===== src/rtl/vga_scanout.sv =====
// VGA scan-out engine: 640x480@60 timing, framebuffer address generation,
// sync/blank realignment to RAM read latency, and a CPU-side frame event.
module vga_scanout #(
  parameter int unsigned H_ACTIVE    = 640,
  parameter int unsigned H_FP        = 16,
  parameter int unsigned H_SYNC      = 96,
  parameter int unsigned H_BP        = 48,
  parameter int unsigned V_ACTIVE    = 480,
  parameter int unsigned V_FP        = 10,
  parameter int unsigned V_SYNC      = 2,
  parameter int unsigned V_BP        = 33,
  parameter int unsigned RAM_LATENCY = 1
) (
  input  logic        clk,
  input  logic        reset,
  input  logic        display_en,
  output logic [15:0] fb_addr,
  input  logic [7:0]  fb_data,
  output logic [2:0]  vga_rgb,
  output logic        vga_hsync,
  output logic        vga_vsync,
  output logic        vblank_pulse,
  output logic [15:0] frame_count
);

  localparam int unsigned H_TOTAL  = H_ACTIVE + H_FP + H_SYNC + H_BP;
  localparam int unsigned V_TOTAL  = V_ACTIVE + V_FP + V_SYNC + V_BP;
  // Counters are at least 10/9 bits so the address slices always exist.
  localparam int unsigned HW       = ($clog2(H_TOTAL) > 10) ? $clog2(H_TOTAL) : 10;
  localparam int unsigned VW       = ($clog2(V_TOTAL) > 9) ? $clog2(V_TOTAL) : 9;
  localparam int unsigned HS_START = H_ACTIVE + H_FP;
  localparam int unsigned HS_END   = H_ACTIVE + H_FP + H_SYNC - 1;
  localparam int unsigned VS_START = V_ACTIVE + V_FP;
  localparam int unsigned VS_END   = V_ACTIVE + V_FP + V_SYNC - 1;

  logic [HW-1:0] hcnt;
  logic [VW-1:0] vcnt;
  logic          h_last;
  logic          v_last;
  logic          frame_end;
  logic          active_s0;
  logic          hs_n_s0;
  logic          vs_n_s0;

  logic [RAM_LATENCY-1:0] active_q;
  logic [RAM_LATENCY-1:0] hs_n_q;
  logic [RAM_LATENCY-1:0] vs_n_q;
  logic [RAM_LATENCY-1:0] en_q;

  logic fb_data_unused;

  assign h_last    = (hcnt == HW'(H_TOTAL - 1));
  assign v_last    = (vcnt == VW'(V_TOTAL - 1));
  // Last pixel of the last active line: next stage-0 state is (0, V_ACTIVE).
  assign frame_end = h_last && (vcnt == VW'(V_ACTIVE - 1));

  assign active_s0 = (hcnt < HW'(H_ACTIVE)) && (vcnt < VW'(V_ACTIVE));
  assign hs_n_s0   = !((hcnt >= HW'(HS_START)) && (hcnt <= HW'(HS_END)));
  assign vs_n_s0   = !((vcnt >= VW'(VS_START)) && (vcnt <= VW'(VS_END)));

  // 160x120 framebuffer with 4x4 pixel replication; also driven in blanking.
  assign fb_addr = {1'b0, vcnt[8:2], hcnt[9:2]};

  assign fb_data_unused = ^fb_data[7:3];

  // Stage-0 pixel/line counters.
  always_ff @(posedge clk or negedge reset) begin
    if (!reset) begin
      hcnt <= '0;
      vcnt <= '0;
    end else if (h_last) begin
      hcnt <= '0;
      vcnt <= v_last ? '0 : vcnt + VW'(1);
    end else begin
      hcnt <= hcnt + HW'(1);
    end
  end

  // Delay line aligning blank, syncs and enable with fb_data.
  always_ff @(posedge clk or negedge reset) begin
    if (!reset) begin
      active_q <= '0;
      hs_n_q   <= '1;
      vs_n_q   <= '1;
      en_q     <= '0;
    end else begin
      active_q[0] <= active_s0;
      hs_n_q[0]   <= hs_n_s0;
      vs_n_q[0]   <= vs_n_s0;
      en_q[0]     <= display_en;
      for (int i = 1; i < RAM_LATENCY; i++) begin
        active_q[i] <= active_q[i-1];
        hs_n_q[i]   <= hs_n_q[i-1];
        vs_n_q[i]   <= vs_n_q[i-1];
        en_q[i]     <= en_q[i-1];
      end
    end
  end

  // Output register, one stage after the delay line.
  always_ff @(posedge clk or negedge reset) begin
    if (!reset) begin
      vga_rgb   <= 3'b000;
      vga_hsync <= 1'b1;
      vga_vsync <= 1'b1;
    end else begin
      vga_rgb   <= (active_q[RAM_LATENCY-1] && en_q[RAM_LATENCY-1]) ? fb_data[2:0] : 3'b000;
      vga_hsync <= hs_n_q[RAM_LATENCY-1];
      vga_vsync <= vs_n_q[RAM_LATENCY-1];
    end
  end

  // CPU-side frame event, coincident with stage-0 (0, V_ACTIVE).
  always_ff @(posedge clk or negedge reset) begin
    if (!reset) begin
      vblank_pulse <= 1'b0;
      frame_count  <= 16'h0000;
    end else begin
      vblank_pulse <= frame_end;
      if (frame_end) begin
        frame_count <= frame_count + 16'd1;
      end
    end
  end

endmodule


===== config.mk =====
export PLATFORM = sky130hd
export DESIGN_NAME = vga_scanout
export DESIGN_NICKNAME = d
export VERILOG_FILES = /design/src/rtl/vga_scanout.sv
export SDC_FILE = /design/constraint.sdc
export NUM_CORES = 1
export LEC_CHECK = 0
export ABC_CLOCK_PERIOD_IN_PS = 4500
export CORE_ASPECT_RATIO = 1.1
export CORE_UTILIZATION = 54
export DETAILED_ROUTE_END_ITERATION = 7
export GPL_ROUTABILITY_DRIVEN = 0
export HOLD_SLACK_MARGIN = 0.02
export PLACE_DENSITY = 0.84
export SLEW_MARGIN = 20
export SYNTH_ARGS = -nofsm -noshare
export SYNTH_HDL_FRONTEND = slang
export SYNTH_SLANG_ARGS = --single-unit
export TNS_END_PERCENT = 10

===== constraint.sdc =====
create_clock -name clk -period 4.5 [get_ports clk]
set_clock_uncertainty 0.2 [all_clocks]
set_input_delay 1.125 -clock clk [delete_from_list [all_inputs] [get_ports clk]]
set_output_delay 1.125 -clock clk [all_outputs]
set_load 0.05 [all_outputs]

==> key figures, run 1 <==
Status
  – Status: complete, no violations

Pwr
  – PwrDens: 275 nW/um^2
  – Overall Power: 743 uW
  – VDD IR max: 0.000158 V
  – Leakage: 0.00124 uW

CTS
  – Post-CTS resize count: 0
  – Reg clk slew, reported paths: 80 ps
  – Hold buffer count at cts: 0
  – Number of CTS-inserted buffers: 5
  – # clock sinks: 46
  – CTS Root Cell: clkbuf_8
  – H-tree depth: 2
  – TritonCTS clock tree: yes
  – Worst-skew pair later-pin latency: 300 ps
  – Post-CTS Setup Repair Bufs: 0
  – Max Root-Sink Buffers: 2

Global route
  – Total track usage: 20.0%
  – Met2 Resource Use GR: 30.6%
  – First-pass GRT wire length: 6.93 mm
  – Grt total ovfl: 0
  – Met1 global-route usage: 27.8%
  – Largest net degree at the start of global routing: 47
  – Initial antenna violation count: 0
  – Met3 usage: 4.61%
  – Most used routing layer: met2
  – Vias in the first global route: 1490

Logic synthesis
  – Compound-Gate Fraction of Synth Area: 4.68%
  – Largest family of logic cells by synthesized area: simple AND/OR/NAND/NOR gates
  – Synth Area in Adders: 2.79%
  – Net count after synthesis: 229
  – Synthesized flop and latch total: 46
  – Synth Warn #: 0
  – Multiplexer share of the synthesized area: 0.502%
  – Fraction of the yosys area taken by sequential cells: 51.5%
  – Async S/R FF share, synth: 100%
  – Synthesized instance count: 213
  – Synth unique cells: 41
  – Post-synth top flop: dfrtp_1
  – Synth Area in Simple Gates: 23.1%
  – Syn Std Cell Area: 2240 sq um
  – XOR/XNOR Fraction of Synth Area: 9.76%
  – Avg Cell Area, Syn: 10.5 sq um
  – Number of synthesized flops with an enable pin: 0

Setup path
  – Crit Path Category: flop to primary output
  – Worst setup EP type: primary output
  – CP top delay family: buffers and inverters
  – R2R depth: 5
  – Crit path largest cell delay: 860 ps
  – Levels on crit path: 1
  – Crit-path cells: clkdlybuf4s50_1
  – Crit path max fanout: 7
  – CP arrival: 1660 ps
  – Req. time, crit path: 3170 ps
  – Crit path launch type: flop
  – Slowest CP cell: clkdlybuf4s50_1
  – Buf+Inv Stages, Crit Path: 1

STA
  – Slew Limit Headroom: 62.9%
  – Final Critical Period: 2980 ps
  – Max Fclk: 335 MHz
  – Post-route clock period utilization: 66.3%
  – RSZ-0062 raised after global routing: no
  – Final TNS setup: 0 ps
  – Worst Max-Slew Pin Slew: 556 ps
  – Final setup fails: 0
  – Fin. max-slew vios: 0
  – Final Hold Vio Count: 0

Final layout
  – P&R area growth vs syn: 20.3%
  – Fill cell count: 300
  – Nets: 258
  – Ant diodes: 0
  – Layout cells sized above 1: 7.82%
  – Layout Cells excl Fill: 295

Placed design
  – Port-buffer cells: 42
  – Post-DP HPWL: 2.77 mm
  – Dpl cells: 287

Worst hold path
  – WHS Path Cells: 0
  – Worst Hold Class: flop to flop

Route
  – Final ANT Viol Nets: 0
  – DR DRC count: 0
  – Routed wire per std cell: 13.9 microns
  – DRT Pass-1 Iters: 4
  – Routed WL: 4.10 mm
  – DRT iter0 DRCs: 98
  – Vias per cell: 5.47
  – Vias: 1614

Die
  – Io pins: 49
  – Core area: 3960 sq um
  – Cell Rows: 24
  – Initial core utilization: 56.6%
  – Width of the die: 63.5 microns
  – Die Span Y: 69.6 microns
  – Die ar.: 4420 sq um

Flow run
  – Max-cap viol count: 0
-- registers in the layout, indices dropped and copies added (netlist names) --
register      cells
vcnt             10
vga_rgb           3
active_q          1
en_q              1
hs_n_q            1
frame_count      16
vga_hsync         1
vs_n_q            1
vblank_pulse      1
hcnt             10
vga_vsync         1
-- final timing paths --
kind / from / end / slack [ps]
max: hcnt[5]$_DFF_PN0_ / fb_addr[3] / 1520
min: hs_n_q$_DFF_PN1_ / vga_hsync$_DFF_PN1_ / 160
max reg2reg: vcnt[0]$_DFFE_PN0N_ / frame_count[1]$_DFFE_PN0P_ / 2180
min reg2reg: hs_n_q$_DFF_PN1_ / vga_hsync$_DFF_PN1_ / 160
max in group asynchronous: reset / vblank_pulse$_DFF_PN0_ / 3110
min in group asynchronous: reset / frame_count[14]$_DFFE_PN0P_ / 600
-- where the power goes --
| part | switching (uW) | total (uW) | internal [uW] |
|---|---|---|---|
| clock network | 139 | 305 | 166 |
| logic | 15.4 | 22.0 | 6.52 |
| registers | 0.525 | 415 | 415 |
| total | 155 | 743 | 587 |
-- cells in the mapped netlist (2+ instances only) --
library cell,count,area (sq um)
o21ai_0,9,45.0
dfstp_2,4,105
xnor2_1,4,35.0
nand3_1,15,75.1
clkbuf_1,2,7.51
buf_2,2,10.0
nand2_1,17,63.8
dfrtp_1,42,1050
and3_1,6,37.5
buf_4,16,120
ha_1,5,62.6
inv_1,8,30.0
xor2_1,21,184
and2_1,3,18.8
and3_2,2,15.0
nor3_1,11,55.1
and4_1,2,17.5
nand4_1,6,37.5
nor4_1,8,50.1
nor2_1,9,33.8
-- layout make-up --
class                   instances  area, sq um  area share [%]
flip-flops and latches         46         1160            42.8
multi-input cells             139          920            34.1
well taps                      52         65.1            2.41
clock inverters                 2         37.5            1.39
inverters                       8         30.0            1.11
repair buffers                 42          418            15.5
clock buffers                   6         72.6            2.69
-- placed cells by master (no fill, tap or decap), types with 2 or more instances in the layout --
cell type        instances
dfstp_2                  4
and3_2                   2
ha_1                     5
and4_1                   2
nand4_1                  6
and3_1                   6
nand3_1                 15
inv_1                    8
dfrtp_1                 42
xnor2_1                  4
nor4_1                   8
o21ai_0                  9
clkbuf_8                 5
nor2_1                   9
clkdlybuf4s50_1         41
xor2_1                  21
and2_1                   3
nand2_1                 17
nor3_1                  11
-- logic make-up (layout without fill, tap and decap cells) --
kind of cell,Yosys count,in the layout
and+or+nand+nor,90,90
DFF,46,46
buffers and inverters,28,58
xor gates and xnor gates,25,25
AOI/OAI and AO/OA,17,17
adders and majority gates,5,5
other,1,1
muxes,1,1
-- routing by layer --
metal / share of wire, % / wire length [microns]
met5: 0 / 0
met4: 1.2 / 48
met2: 49 / 2000
met3: 4.8 / 197
met1: 45 / 1860
-- metrics by stage --
step	worst slack [ps]	utilization, %	instance area, sq um	hold slack [ps]
CTS	1500	68.0	2700	160
floorplan	2490	-	2240	145
global placement	1840	65.2	2590	147
global route	1450	68.1	2700	168
finish	1520	68.1	2700	159
detailed placement	1830	65.2	2590	147
(Power assumes the default switching activity.)
==> inputs of run 2 (changes only) <==
Settings changed: ABC_CLOCK_PERIOD_IN_PS 4500 to 2700, CORE_UTILIZATION 54 to 45, PLACE_DENSITY 0.84 to 0.75.
Clock period 4.5 ns to 2.7 ns, I/O delays scaled along.
==> key figures, run 2 (same netlist as run 1, synthesis figures left out) <==
STA
  – Final Hold Vio Count: 0
  – Worst Max-Slew Pin Slew: 569 ps
  – RSZ-0062 raised after global routing: no
  – Post-route clock period utilization: 93.6%
  – Final Critical Period: 2530 ps
  – Slew Limit Headroom: 62.1%
  – Fin. max-slew vios: 0
  – Final TNS setup: 0 ps
  – Final setup fails: 0
  – Max Fclk: 396 MHz

Global route
  – Initial antenna violation count: 0
  – Met3 usage: 4.23%
  – First-pass GRT wire length: 6.91 mm
  – Total track usage: 16.2%
  – Met2 Resource Use GR: 25.3%
  – Largest net degree at the start of global routing: 47
  – Most used routing layer: met2
  – Grt total ovfl: 0
  – Met1 global-route usage: 22.3%
  – Vias in the first global route: 1492

Route
  – Vias per cell: 5.20
  – DRT iter0 DRCs: 113
  – Final ANT Viol Nets: 0
  – DR DRC count: 0
  – Routed WL: 3.89 mm
  – Vias: 1561
  – DRT Pass-1 Iters: 4
  – Routed wire per std cell: 13.0 microns

Final layout
  – Layout cells sized above 1: 8.61%
  – Most frequent cells in the layout: dfrtp_1, clkdlybuf4s50_1, xor2_1
  – P&R area growth vs syn: 20.1%
  – Number of flip-flops in the largest register: 16
  – Leading cell type in the layout, fill and taps excluded: dfrtp_1
  – Nets: 259
  – Largest regs: frame_count (16), hcnt (10), vcnt (10)
  – Biggest register: frame_count
  – Fill cell count: 409
  – Layout Cells excl Fill: 300
  – Storage element area: 1160 sq um
  – Ant diodes: 0
  – Area of the multi-input gates: 920 sq um

Setup path
  – R2R depth: 5
  – Req. time, crit path: 1820 ps
  – Critical path origin: hcnt[5]$_DFF_PN0_
  – Buf+Inv Stages, Crit Path: 1
  – Crit-path cells: clkdlybuf4s50_1
  – RR Startpoint: vcnt[0]$_DFFE_PN0N_
  – Crit path max fanout: 7
  – CP arrival: 1650 ps
  – Crit path largest cell delay: 860 ps
  – Levels on crit path: 1
  – R2r endpoint: frame_count[1]$_DFFE_PN0P_
  – Worst setup EP type: primary output
  – Slowest CP cell: clkdlybuf4s50_1
  – Critical Path Sink: fb_addr[3]
  – CP top delay family: buffers and inverters
  – Flop2flop setup slack: 400 ps
  – Crit path launch type: flop
  – Crit Path Category: flop to primary output

CTS
  – # clock sinks: 46
  – Reg clk slew, reported paths: 80 ps
  – TritonCTS clock tree: yes
  – Hold buffer count at cts: 0
  – Max Root-Sink Buffers: 2
  – Worst-skew pair later-pin latency: 290 ps
  – Post-CTS resize count: 0
  – Number of CTS-inserted buffers: 5
  – H-tree depth: 2
  – CTS Root Cell: clkbuf_8
  – Post-CTS Setup Repair Bufs: 0

Die
  – Cell Rows: 26
  – Width of the die: 69.3 microns
  – Core area: 4720 sq um
  – Initial core utilization: 47.6%
  – Die ar.: 5270 sq um
  – Die Span Y: 76.1 microns
  – Io pins: 49

Placed design
  – Dpl cells: 292
  – Post-DP HPWL: 2.78 mm
  – Port-buffer cells: 42

Pwr
  – PwrDens: 428 nW/um^2
  – Overall Power: 1150 uW
  – Leakage: 0.00124 uW
  – VDD IR max: 0.000220 V

Flow run
  – Max-cap viol count: 0

Worst hold path
  – Worst Hold Class: flop to flop

Status
  – Status: complete, no violations
## run 2: changes by cell type in the layout (fill, tap and decap cells not counted)
cell       change
buf_2          +1
bufinv_16      -1
clkinv_2       +1
clkbuf_1       -1
clkbuf_8       +1
## run 2: area by class of cell
cell class              instances  share of cell area, %
clock buffers                   6                   3.07
clock inverters                 2                  0.464
inverters                       8                   1.11
multi-input cells             139                   34.1
flip-flops and latches         46                   42.9
well taps                      56                   2.60
repair buffers                 43                   15.7
## run 2: through the flow
stage,hold slack [ps],cell area [sq um],setup slack [ps],utilization [%]
final,158,2690,173,57.1
after global routing,162,2690,119,57.1
after CTS,161,2690,157,57.1
after detailed placement,148,2600,410,55.1
after global placement,147,2600,445,55.1
after floorplan,145,2240,704,-
## run 2: worst min-delay path by stage
stage                      from                  end  cells after the start  slack, ps
2_1_floorplan  hs_n_q$_DFF_PN1_  vga_hsync$_DFF_PN1_                      0        150
3_3_place_gp   hs_n_q$_DFF_PN1_  vga_hsync$_DFF_PN1_                      0        150
3_5_place_dp   hs_n_q$_DFF_PN1_  vga_hsync$_DFF_PN1_                      0        150
4_1_cts        hs_n_q$_DFF_PN1_  vga_hsync$_DFF_PN1_                      0        160
5_1_grt        hs_n_q$_DFF_PN1_  vga_hsync$_DFF_PN1_                      0        160
6_report       hs_n_q$_DFF_PN1_  vga_hsync$_DFF_PN1_                      0        160
## run 2: routing by layer
layer | wire [microns] | share of wire (%)
met5 | 0 | 0
met4 | 20 | 0.51
met3 | 133 | 3.4
met2 | 1830 | 47
met1 | 1900 | 49
## run 2: power breakdown
group	internal (uW)	total, uW	switching (uW)
sequential	692	692	0.914
clock	206	423	217
combinational	11.4	37.5	26.2
total	909	1150	244
